**src/rtl/pipeline_ctrl.sv**
```systemverilog
// Stall/flush sequencer for the 5-stage pipeline: merges load-use, redirect,
// mul/div occupancy and data-memory wait states into per-stage enables and bubbles.
module pipeline_ctrl #(
    parameter int MULDIV_CYCLES = 33,
    parameter int MEM_TIMEOUT   = 255
) (
    input  logic       clk,
    input  logic       reset,
    input  logic       MemRead_ex,
    input  logic [4:0] rdAddr_ex,
    input  logic [4:0] rs1Addr_id,
    input  logic [4:0] rs2Addr_id,
    input  logic       Branch,
    input  logic       Jump,
    input  logic       MulDivStart_ex,
    input  logic       MemReq_mem,
    input  logic       MemReady_mem,
    output logic       PCWrite,
    output logic       IFWrite,
    output logic       IFFlush,
    output logic       IDEXWrite,
    output logic       IDBubble,
    output logic       EXMEMWrite,
    output logic       EXBubble,
    output logic       MEMWBBubble,
    output logic       Stall,
    output logic       MulDivBusy,
    output logic       MemErr
);
    localparam int MDW = $clog2(MULDIV_CYCLES + 1);

    typedef enum logic [1:0] {RUN, MULDIV, MEMWAIT} state_t;

    state_t         state_q, state_d;
    logic           ret_md_q, ret_md_d;
    logic [MDW-1:0] mdcnt_q, mdcnt_d;
    logic [7:0]     wcnt_q, wcnt_d;
    logic           mem_err_q, mem_err_d;

    logic luse, mfrz, redir, md_act;

    assign luse  = MemRead_ex && (rdAddr_ex != 5'd0) &&
                   ((rdAddr_ex == rs1Addr_id) || (rdAddr_ex == rs2Addr_id));
    assign mfrz  = MemReq_mem && !MemReady_mem;
    assign redir = Branch || Jump;
    // A mul/div frozen by memory still owns EX; the release cycle counts as progress.
    assign md_act = (state_q == MULDIV) || (state_q == MEMWAIT && ret_md_q);

    always_comb begin
        state_d   = state_q;
        ret_md_d  = ret_md_q;
        mdcnt_d   = mdcnt_q;
        wcnt_d    = wcnt_q;
        case (state_q)
            RUN: begin
                if (mfrz) begin
                    state_d  = MEMWAIT;
                    ret_md_d = 1'b0;
                    wcnt_d   = 8'd1;
                end else if (MulDivStart_ex) begin
                    state_d = MULDIV;
                    mdcnt_d = MDW'(MULDIV_CYCLES - 1);
                end
            end
            MULDIV: begin
                if (mfrz) begin
                    state_d  = MEMWAIT;
                    ret_md_d = 1'b1;
                    wcnt_d   = 8'd1;
                end else if (mdcnt_q == MDW'(1)) begin
                    state_d = RUN;
                    mdcnt_d = '0;
                end else begin
                    mdcnt_d = mdcnt_q - MDW'(1);
                end
            end
            MEMWAIT: begin
                if (MemReady_mem) begin
                    if (ret_md_q && mdcnt_q > MDW'(1)) begin
                        state_d = MULDIV;
                        mdcnt_d = mdcnt_q - MDW'(1);
                    end else begin
                        state_d = RUN;
                        mdcnt_d = '0;
                    end
                end else if (wcnt_q != 8'hFF) begin
                    wcnt_d = wcnt_q + 8'd1;
                end
            end
            default: state_d = RUN;
        endcase
        mem_err_d = mem_err_q ||
                    ((MEM_TIMEOUT != 0) && (state_d == MEMWAIT) && (wcnt_d == 8'(MEM_TIMEOUT)));
    end

    always_ff @(posedge clk) begin
        if (reset) begin
            state_q   <= RUN;
            ret_md_q  <= 1'b0;
            mdcnt_q   <= '0;
            wcnt_q    <= '0;
            mem_err_q <= 1'b0;
        end else begin
            state_q   <= state_d;
            ret_md_q  <= ret_md_d;
            mdcnt_q   <= mdcnt_d;
            wcnt_q    <= wcnt_d;
            mem_err_q <= mem_err_d;
        end
    end

    // Outputs stay combinational so a memory ready releases the pipe in the same cycle.
    always_comb begin
        PCWrite     = 1'b1;
        IFWrite     = 1'b1;
        IFFlush     = 1'b0;
        IDEXWrite   = 1'b1;
        IDBubble    = 1'b0;
        EXMEMWrite  = 1'b1;
        EXBubble    = 1'b0;
        MEMWBBubble = 1'b0;
        Stall       = 1'b0;
        if (mfrz) begin
            PCWrite     = 1'b0;
            IFWrite     = 1'b0;
            IDEXWrite   = 1'b0;
            EXMEMWrite  = 1'b0;
            MEMWBBubble = 1'b1;
        end else if (md_act) begin
            PCWrite   = 1'b0;
            IFWrite   = 1'b0;
            IDEXWrite = 1'b0;
            EXBubble  = 1'b1;
        end else if (luse) begin
            PCWrite  = 1'b0;
            IFWrite  = 1'b0;
            IDBubble = 1'b1;
            Stall    = 1'b1;
        end else if (redir) begin
            IFFlush = 1'b1;
        end
    end

    // The accepting start cycle counts as busy, giving MULDIV_CYCLES busy cycles in total.
    assign MulDivBusy = md_act || (state_q == RUN && MulDivStart_ex && !mfrz);
    assign MemErr     = mem_err_q;
endmodule
```
**config.mk**
```make
export PLATFORM = sky130hd
export DESIGN_NAME = pipeline_ctrl
export DESIGN_NICKNAME = d
export VERILOG_FILES = /design/src/rtl/pipeline_ctrl.sv
export SDC_FILE = /design/constraint.sdc
export NUM_CORES = 1
export LEC_CHECK = 0
export BUFFER_PORTS_ARGS = -buffer_cell sky130_fd_sc_hd__buf_4
export CORE_ASPECT_RATIO = 2
export CORE_MARGIN = 5
export CORE_UTILIZATION = 33
export DETAILED_ROUTE_END_ITERATION = 8
export PLACE_DENSITY = 0.55
export SLEW_MARGIN = 20
export SYNTH_ARGS = -nofsm -noshare
export SYNTH_HDL_FRONTEND = slang
export SYNTH_SLANG_ARGS = --single-unit
```
**constraint.sdc**
```tcl
create_clock -name clk -period 3.6 [get_ports clk]
set_input_delay 0 -clock clk [delete_from_list [all_inputs] [get_ports clk]]
set_output_delay 0 -clock clk [all_outputs]
set_load 0.02 [all_outputs]
```
==> flow_metrics.py, run 1 <==
metrics = {
    "synth": {
        "synth.area.top_cells": "dfxtp_1 (25%), a21oi_1 (7.2%), ha_1 (6.0%)",
        "synth_area_leader_cell": "dfxtp_1",
        "ys_types": 56,
        "synth_compound_area_share_pct": 27.6,
        "syn_nets": 219,
        "synthAdderAreaFrac_pct": 5.98,
        "synth_ff_type": "dfxtp_1",
        "synth_top_family_by_area": "simple AND/OR/NAND/NOR gates",
        "yosys.area.top_type_share_pct": 24.6,
        "synth-seq-cells": 18,
        "synth_edf_count": 0,
        "synth_xor_area_share_pct": 7.18,
        "synthArstFlopShare_pct": 0,
        "ys_seq_area_share_pct": 24.6,
        "yosys_warnings": 0,
        "avgSynthCellArea_sq_um": 7.75,
        "synth_most_common_cell": "a21oi_1",
        "synth_mux_area_share_pct": 0,
        "synthCells": 189,
        "synth_common_cells": "a21oi_1 (21), nor2_1 (20), dfxtp_1 (18)",
        "yosys.area_share.simple_pct": 28.5,
        "syn_area_sq_um": 1460,
    },
    "clock_tree": {
        "clkSinkCount": 18,
        "clock_path_buffers": 2,
        "ctsHoldBuffers": 0,
        "clk_pin_slew_ns": 0.07,
        "numCtsBuffers": 3,
        "htreeDepth": 1,
        "post-cts-setup-buffers": 0,
        "cts_resized": 0,
        "clk_latency_ns": 0.26,
        "cts_tree": "yes",
        "cts-root-buf": "clkbuf_8",
    },
    "sta": {
        "worst_pin_slew_ns": 0.534,
        "relSlewSlack_pct": 64.0,
        "finalSetupViolations": 0,
        "final_max_slew_viol_count": 0,
        "clock_skew_ns": 0.00521,
        "tns_ns": 0,
        "max_freq_mhz": 426,
        "fin_crit_sh_pct": 65.2,
        "grt_setup_unrepaired": "no",
        "post-route-min-period_ns": 2.35,
        "finalHoldViolations": 0,
    },
    "power": {
        "vdd_drop_max_mv": 0.182,
        "p_leak_uw": 0.000712,
        "power_density_nw_per_um2": 308,
    },
    "finish": {
        "layout.area.seq_sq_um": 360,
        "nets": 249,
        "drive_gt1_share_pct": 22.6,
        "syn2layout_area_growth_pct": 21.0,
        "nFillCells": 480,
        "n_antenna_cell": 0,
        "multi_input_area_sq_um": 1010,
        "design_area_sq_um": 1770,
    },
    "placement": {
        "port_buffers": 33,
        "placed_area_sq_um": 1730,
        "gp_congestion": 0.897,
        "hpwl_mm": 3.62,
    },
    "floorplan": {
        "pin_count": 34,
        "die_h_microns": 104,
        "core.rowCount": 34,
        "coreArea_sq_um": 4340,
        "dieWidth_microns": 57.1,
        "start_util_pct": 33.7,
        "die_area_sq_um": 5950,
    },
    "global_route": {
        "grt_pass1_vias": 1579,
        "track_usage_pct": 15.8,
        "met3_usage_pct": 1.74,
        "grt-busiest-layer": "met2",
        "grt_max_degree": 18,
        "use_met2_pct": 32.0,
        "antenna_found_initial": 0,
        "met1_usage_pct": 14.4,
        "grt_pass1_wl_mm": 7.46,
        "gr-total-overflow": 0,
    },
    "drt": {
        "drt-pass1-iter-count": 5,
        "drc": 0,
        "vias_per_cell": 5.52,
        "vias": 1496,
        "ant_nets": 0,
        "finalWirelength_mm": 4.44,
        "drtIter0Drc": 53,
        "routedWlPerCell_microns": 16.4,
    },
    "setup_path": {
        "cp.required_ns": 3.75,
        "worstSetupPathType": "reg2reg",
        "arrival_ns": 2.50,
        "startpoint_type": "flop",
        "end_kind": "flop",
        "worstPathMaxFanout": 7,
    },
    "worst_hold_path": {
        "hold_path_class": "in2reg",
    },
    "outcome": {
        "outcome": "completed",
    },
    "run": {
        "maxCapViolations": 0,
    },
}
[path summary, 6_finish.rpt]
check | to | from | slack, ns | cells past startpoint
worst max-delay path | MemErr | state_q[0] | 1.25 | 8
worst min-delay path | wcnt_q[5] | reset | 0.06 | 2
worst max register to register | MemErr | state_q[0] | 1.25 | 8
worst min register to register | MemErr | MemErr | 0.51 | 1
[logic make-up after synthesis]
kind of cell | after synthesis
simple gates | 75
compound gates | 59
buf+inv | 18
flops | 18
xor+xnor | 12
fa+ha+maj | 7
[cells in the final DEF (no fill, tap or decap), types with 3 or more instances in the layout]
cell and n:
a211oi_1 3, a21o_1 3, a21oi_1 21, a311oi_1 3
and2_1 4, buf_4 33, clkbuf_8 3, dfxtp_1 18
ha_1 7, inv_1 9, nand2_1 11, nand2b_1 3
nand3_1 5, nor2_1 20, nor3_1 7, o211ai_1 3
o21ai_0 9, or3_1 3, xnor2_1 6, xor2_1 6
[power by group]
group / internal (uW) / switching (uW) / total [uW]
clock: 74.7 / 73.4 / 148
sequential: 207 / 8.78 / 216
combinational: 79.0 / 104 / 182
[per-stage QoR]
stage / utilization [%] / cells / total power (uW) / hold slack (ns) / setup WS (ns)
6_report: 40.8 / 271 / 546 / 0.0591 / 1.25
5_1_grt: 40.8 / 271 / 576 / 0.0878 / 1.10
4_1_cts: 40.8 / 271 / 548 / 0.0572 / 1.29
3_5_place_dp: 39.9 / 268 / 403 / 0.302 / 1.30
3_3_place_gp: 39.9 / 268 / 405 / 0.297 / 1.27
2_1_floorplan: - / 189 / 336 / 0.189 / 1.58
[per-layer routing]
layer,share of wire (%),routed length [microns]
met1,32,1440
met2,61,2730
met3,2.1,91
met4,4.1,182
met5,0,0
[final cells by class]
type                            count  area share (%)
Sequential cell                    18            20.3
Clock buffer                        3            2.33
Tap cell                           54            3.81
Inverter                           10            2.26
Multi-Input combinational cell    153            57.3
Timing Repair Buffer               33            14.0
[critical path, cell delays in order (launching register included)]
cell      delay (ns)
dfxtp_1         0.40
inv_1           0.10
ha_1            0.32
or2_4           0.29
a21o_4          0.24
a211oi_1        0.40
a2111o_1        0.19
nor4_2          0.04
a32o_2          0.25
[sequential cells by signal (all words and copies together) (netlist names)]
| signal | flops |
|---|---|
| wcnt_q | 8 |
| mdcnt_q | 6 |
| state_q | 2 |
| MemErr | 1 |
| ret_md_q | 1 |
Power figures use the tool's default switching activity.
==> inputs of run 2 (changes only) <==
--- a/config.mk
+++ b/config.mk
@@ -10,7 +10,7 @@
 export CORE_MARGIN = 5
 export CORE_UTILIZATION = 33
 export DETAILED_ROUTE_END_ITERATION = 8
-export PLACE_DENSITY = 0.55
+export PLACE_DENSITY = 0.57
 export SLEW_MARGIN = 20
 export SYNTH_ARGS = -nofsm -noshare
 export SYNTH_HDL_FRONTEND = slang
==> constraint.sdc (replaced) <==
create_clock -name clk -period 2 [get_ports clk]
set_input_delay 0 -clock clk [delete_from_list [all_inputs] [get_ports clk]]
set_output_delay 0 -clock clk [all_outputs]
set_load 0.02 [all_outputs]
==> flow_metrics.py, run 2 (synthesis gave the netlist of run 1 again) <==
metrics = {
    "finish": {
        "largest_reg_flops": 8,
        "final_common_cell": "buf_4",
        "fin_util_pct": 47.0,
        "syn2layout_area_growth_pct": 39.4,
        "nets": 270,
        "drive_gt1_share_pct": 37.7,
        "mostFrequentLayoutCells": "buf_4 (54), nor2_1 (20), a21oi_1 (19)",
        "top_register": "wcnt_q",
        "largestRegisters": "wcnt_q: 8 flops, mdcnt_q: 6 flops, state_q: 2 flops",
        "n_antenna_cell": 0,
    },
    "placement": {
        "port_buffers": 33,
        "gp_congestion": 0.792,
        "hpwl_mm": 3.58,
    },
    "power": {
        "p_clk_share_pct": 28.2,
        "p_leak_uw": 0.000829,
        "swShare_pct": 32.4,
        "comb_power_share_pct": 35.5,
        "intPower_uw": 725,
        "power_density_nw_per_um2": 526,
        "p_seq_share_pct": 36.3,
        "p_switching_uw": 348,
        "vdd_drop_max_mv": 0.390,
    },
    "setup_path": {
        "worstPathMaxFanout": 6,
        "rr_endpoint": "MemErr",
        "setup.worst_path.start": "wcnt_q[4]",
        "r2r_slack_ns": 0.01,
        "end_kind": "flop",
        "endpoint": "MemErr",
        "startpoint_type": "flop",
        "reg2reg_depth": 6,
        "arrival_ns": 2.19,
        "cp.required_ns": 2.20,
        "r2r_start": "wcnt_q[4]",
        "worstSetupPathType": "reg2reg",
    },
    "sta": {
        "relSlewSlack_pct": 72.2,
        "clock_skew_ns": 0.00230,
        "worst_pin_slew_ns": 0.416,
        "final_max_slew_viol_count": 0,
        "grt_setup_unrepaired": "yes",
        "finalHoldViolations": 0,
        "post-route-min-period_ns": 1.99,
        "tns_ns": 0,
        "fin_crit_sh_pct": 99.4,
        "finalSetupViolations": 0,
        "max_freq_mhz": 503,
    },
    "drt": {
        "drt-pass1-iter-count": 4,
        "finalWirelength_mm": 4.36,
        "drc": 0,
        "routedWlPerCell_microns": 14.9,
        "vias_per_cell": 5.22,
        "vias": 1530,
        "ant_nets": 0,
        "drtIter0Drc": 30,
    },
    "global_route": {
        "gr-total-overflow": 0,
        "antenna_found_initial": 0,
        "grt_pass1_wl_mm": 6.94,
        "grt_pass1_vias": 1570,
        "grt_max_degree": 18,
        "track_usage_pct": 14.5,
    },
    "clock_tree": {
        "clkSinkCount": 18,
        "cts_tree": "yes",
        "htreeDepth": 1,
        "clk_pin_slew_ns": 0.07,
        "cts-root-buf": "clkbuf_8",
        "clk_latency_ns": 0.25,
        "numCtsBuffers": 3,
        "clock_path_buffers": 2,
    },
    "floorplan": {
        "coreArea_sq_um": 4340,
        "core.rowCount": 34,
        "die_area_sq_um": 5950,
        "die_h_microns": 104,
        "pin_count": 34,
        "dieWidth_microns": 57.1,
        "start_util_pct": 33.7,
    },
    "worst_hold_path": {
        "hold_path_class": "in2reg",
    },
    "outcome": {
        "outcome": "completed",
    },
    "run": {
        "maxCapViolations": 0,
    },
}
==> run 2: power by group through the flow <==
stage               Combinational (uW)  Sequential [uW]  Clock [uW]
floorplan                          216              391           0
global placement                   361              393           0
detailed placement                 362              393           0
CTS                                366              384         309
global route                       418              391         321
finish                             380              389         303
==> run 2: timing repair <==
| item | 4_1_cts | 5_1_grt |
|---|---|---|
| setup buffers | 0 | 1 |
| setup endpoints to repair | 1 | 12 |
| resized for setup | 3 | 22 |
| pin swaps | 0 | 5 |
| hold buffers | 0 | 0 |
==> run 2: worst min path at each step <==
stage                           from         end  cells past startpoint
after floorplan           MemReq_mem  EXMEMWrite                      2
after global placement        Branch     IFFlush                      3
after detailed placement      Branch     IFFlush                      3
after CTS                      reset   wcnt_q[3]                      2
after global routing           reset   wcnt_q[3]                      2
final                          reset   wcnt_q[5]                      2
==> run 2: per-stage QoR <==
step | hold slack [ns] | cell area [sq um] | std cells | setup slack (ns) | power, uW
global route | 0.0656 | 2040 | 293 | -0.119 | 1130
detailed placement | 0.303 | 1880 | 288 | -0.0297 | 755
global placement | 0.297 | 1880 | 288 | 0.0225 | 753
finish | 0.0718 | 2040 | 293 | 0.0119 | 1070
floorplan | 0.189 | 1470 | 189 | 0.0471 | 607
CTS | 0.0682 | 1950 | 292 | 0.000371 | 1060
==> run 2: routing by layer <==
layer,GRT usage (%),share of wire (%),vias up
met3,1.12,1.2,10
met2,31.3,62,17
met5,0,0,-
met1,12.2,33,716
met4,5.97,3.4,0
li1,-,-,787
==> run 2: critical path: stages, from the launching register on <==
cell,delay (ns)
dfxtp_1,0.51
and4_1,0.31
o211a_1,0.19
a211oi_2,0.04
a2111o_1,0.41
nor4_2,0.27
a32o_2,0.20
==> run 2: layout make-up <==
cell class                      instances  area, sq um
Sequential cell                        18          370
Tap cell                               54         67.6
Inverter                               10         40.0
Multi-Input combinational cell        153         1100
Clock buffer                            4         55.1
Timing Repair Buffer                   54          405
Fill cell                             476         2300
==> inputs of run 3 (changes only) <==
--- a/config.mk
+++ b/config.mk
@@ -5,6 +5,7 @@
 export SDC_FILE = /design/constraint.sdc
 export NUM_CORES = 1
 export LEC_CHECK = 0
+export ABC_AREA = 1
 export BUFFER_PORTS_ARGS = -buffer_cell sky130_fd_sc_hd__buf_4
 export CORE_ASPECT_RATIO = 2
 export CORE_MARGIN = 5
==> flow_metrics.py, run 3 <==
metrics = {
    "outcome": {
        "outcome": "completed",
    },
    "power": {
        "p_leak_uw": 0.000892,
        "power_density_nw_per_um2": 570,
        "vdd_drop_max_mv": 0.539,
    },
    "setup_path": {
        "worstSetupPathType": "reg2reg",
        "reg2reg_depth": 12,
        "cp_slowest_cell": "dfxtp_1",
        "crit_family": "simple AND/OR/NAND/NOR gates",
        "rr_endpoint": "MemErr",
        "worstPathCellList": "inv_1 -> ha_1 -> nor2_2 -> inv_1 -> a21oi_2 -> nand2_1 -> nand2_1 -> nand2_1 -> nand2_1 -> nor2_1 -> nand3_1 -> a21oi_2",
        "r2r_slack_ns": 0.21,
        "r2r_start": "state_q[1]",
        "cp_slowest_stage_delay_ns": 0.38,
        "cp_common_cell": "nand2_1",
        "worstPathMaxFanout": 5,
        "end_kind": "flop",
        "startpoint_type": "flop",
        "cp.required_ns": 2.14,
        "arrival_ns": 1.93,
        "critPathBufInv": 2,
    },
    "synth": {
        "synth-seq-cells": 18,
        "synth.area.top_cells": "dfxtp_1 (24%), nand2_1 (16%), inv_1 (7.3%)",
        "synth_common_cells": "nand2_1 (64), inv_1 (29), nor2_1 (27)",
        "synthCells": 239,
        "synth_area_leader_cell": "dfxtp_1",
        "synthArstFlopShare_pct": 0,
        "syn_nets": 269,
        "synth_most_common_cell": "nand2_1",
        "avgSynthCellArea_sq_um": 6.22,
        "ys_seq_area_share_pct": 24.2,
        "syn_area_sq_um": 1490,
        "ys_types": 32,
        "synth_ff_type": "dfxtp_1",
        "yosys.area.top_type_share_pct": 24.2,
        "yosys_warnings": 0,
        "synth_edf_count": 0,
    },
    "global_route": {
        "antenna_found_initial": 0,
        "grt_max_degree": 19,
        "grt-busiest-layer": "met2",
        "use_met2_pct": 29.9,
        "track_usage_pct": 14.0,
        "grt_pass1_vias": 1598,
        "gr-total-overflow": 0,
        "grt_pass1_wl_mm": 6.78,
        "met3_usage_pct": 1.23,
        "met1_usage_pct": 11.7,
    },
    "placement": {
        "placed_area_sq_um": 1800,
        "gp_congestion": 0.940,
        "hpwl_mm": 3.46,
        "port_buffers": 33,
    },
    "finish": {
        "design_area_sq_um": 1850,
        "multi_input_area_sq_um": 965,
        "top_register": "wcnt_q",
        "drive_gt1_share_pct": 23.7,
        "layout.area.seq_sq_um": 360,
        "fin_util_pct": 42.3,
        "syn2layout_area_growth_pct": 24.6,
        "final_common_cell": "nand2_1",
        "nets": 305,
        "mostFrequentLayoutCells": "nand2_1 (64), buf_4 (35), inv_1 (29)",
        "largest_reg_flops": 8,
        "n_antenna_cell": 0,
        "nFillCells": 497,
        "largestRegisters": "wcnt_q: 8 flops, mdcnt_q: 6 flops, state_q: 2 flops",
    },
    "floorplan": {
        "start_util_pct": 34.0,
        "dieWidth_microns": 57.5,
        "core.rowCount": 34,
        "pin_count": 34,
        "coreArea_sq_um": 4380,
        "die_area_sq_um": 6030,
        "die_h_microns": 105,
    },
    "worst_hold_path": {
        "min-delay-start": "reset",
        "hold_path_class": "in2reg",
        "whs_endpoint": "MemErr",
        "holdPathStages": 2,
    },
    "sta": {
        "post-route-min-period_ns": 1.79,
        "grt_setup_unrepaired": "no",
        "relSlewSlack_pct": 75.9,
        "worst_pin_slew_ns": 0.361,
        "max_freq_mhz": 558,
        "fin_crit_sh_pct": 89.6,
        "finalSetupViolations": 0,
        "holdWs_ns": 0.0580,
        "finalHoldViolations": 0,
        "clock_skew_ns": 0.00602,
        "final_max_slew_viol_count": 0,
        "tns_ns": 0,
    },
    "clock_tree": {
        "ctsHoldBuffers": 0,
        "clk_latency_ns": 0.25,
        "post-cts-setup-buffers": 0,
        "htreeDepth": 1,
        "clock_path_buffers": 2,
        "numCtsBuffers": 3,
        "cts-root-buf": "clkbuf_8",
        "clkSinkCount": 18,
        "clk_pin_slew_ns": 0.07,
        "cts_tree": "yes",
    },
    "drt": {
        "vias_per_cell": 4.76,
        "ant_nets": 0,
        "vias": 1560,
        "finalWirelength_mm": 4.07,
        "routedWlPerCell_microns": 12.4,
        "drtIter0Drc": 20,
        "drc": 0,
        "drt-pass1-iter-count": 5,
    },
    "run": {
        "maxCapViolations": 0,
    },
}
## run 3: repair_timing
| action | in CTS | in global routing |
|---|---|---|
| gates resized for setup | 0 | 1 |
| endpoints found under the hold margin | 0 | 0 |
| setup endpoints to repair | 0 | 1 |
## run 3: layout make-up
class	instances	area share (%)
repair buffers	35	14.2
inverters	38	7.70
multi-input cells	179	52.1
flip-flops and latches	18	19.4
clock buffers	4	2.97
well taps	54	3.65
## run 3: kinds of logic (layout without fill, tap and decap cells)
logic type / Yosys count / in the layout / share of synthesized area (%)
compound gates: 31 / 31 / 13.3
flops: 18 / 18 / 24.2
xor+xnor: 10 / 10 / 5.89
buf+inv: 42 / 77 / 11.1
fa+ha+maj: 7 / 7 / 5.89
simple gates: 131 / 131 / 39.6
## run 3: worst max-delay path by stage
stage               slack (ns)  startpoint  cells past startpoint  endpoint
finish                    0.21  state_q[1]                     12    MemErr
global placement          0.18  state_q[1]                     12    MemErr
CTS                       0.11  state_q[1]                     12    MemErr
detailed placement        0.14  state_q[1]                     12    MemErr
global route              0.02  state_q[0]                     12    MemErr
floorplan                 0.23  state_q[0]                      8     Stall
## run 3: worst register-to-register path, delay by kind of cell (launching register included)
kind            cells  cell delay [ns]
simple gates        7             0.60
buf+inv             2             0.18
flops               1             0.38
compound gates      2             0.28
fa+ha+maj           1             0.25
## run 3: metrics by stage
stage	std cells	setup WS, ns	power, uW
2_1_floorplan	239	0.234	640
3_3_place_gp	324	0.183	765
3_5_place_dp	324	0.137	766
4_1_cts	328	0.115	1070
5_1_grt	328	0.0226	1130
6_report	328	0.209	1060
## run 3: routing by layer
metal	vias up	share of wire [%]
met2	26	63
met3	11	2.1
met1	697	32
met4	0	3.4
met5	-	0
li1	826	-
## run 3: report_power, final
part	total (uW)	internal, uW	switching (uW)
Combinational	360	146	214
Clock	301	175	126
Sequential	395	379	16.4
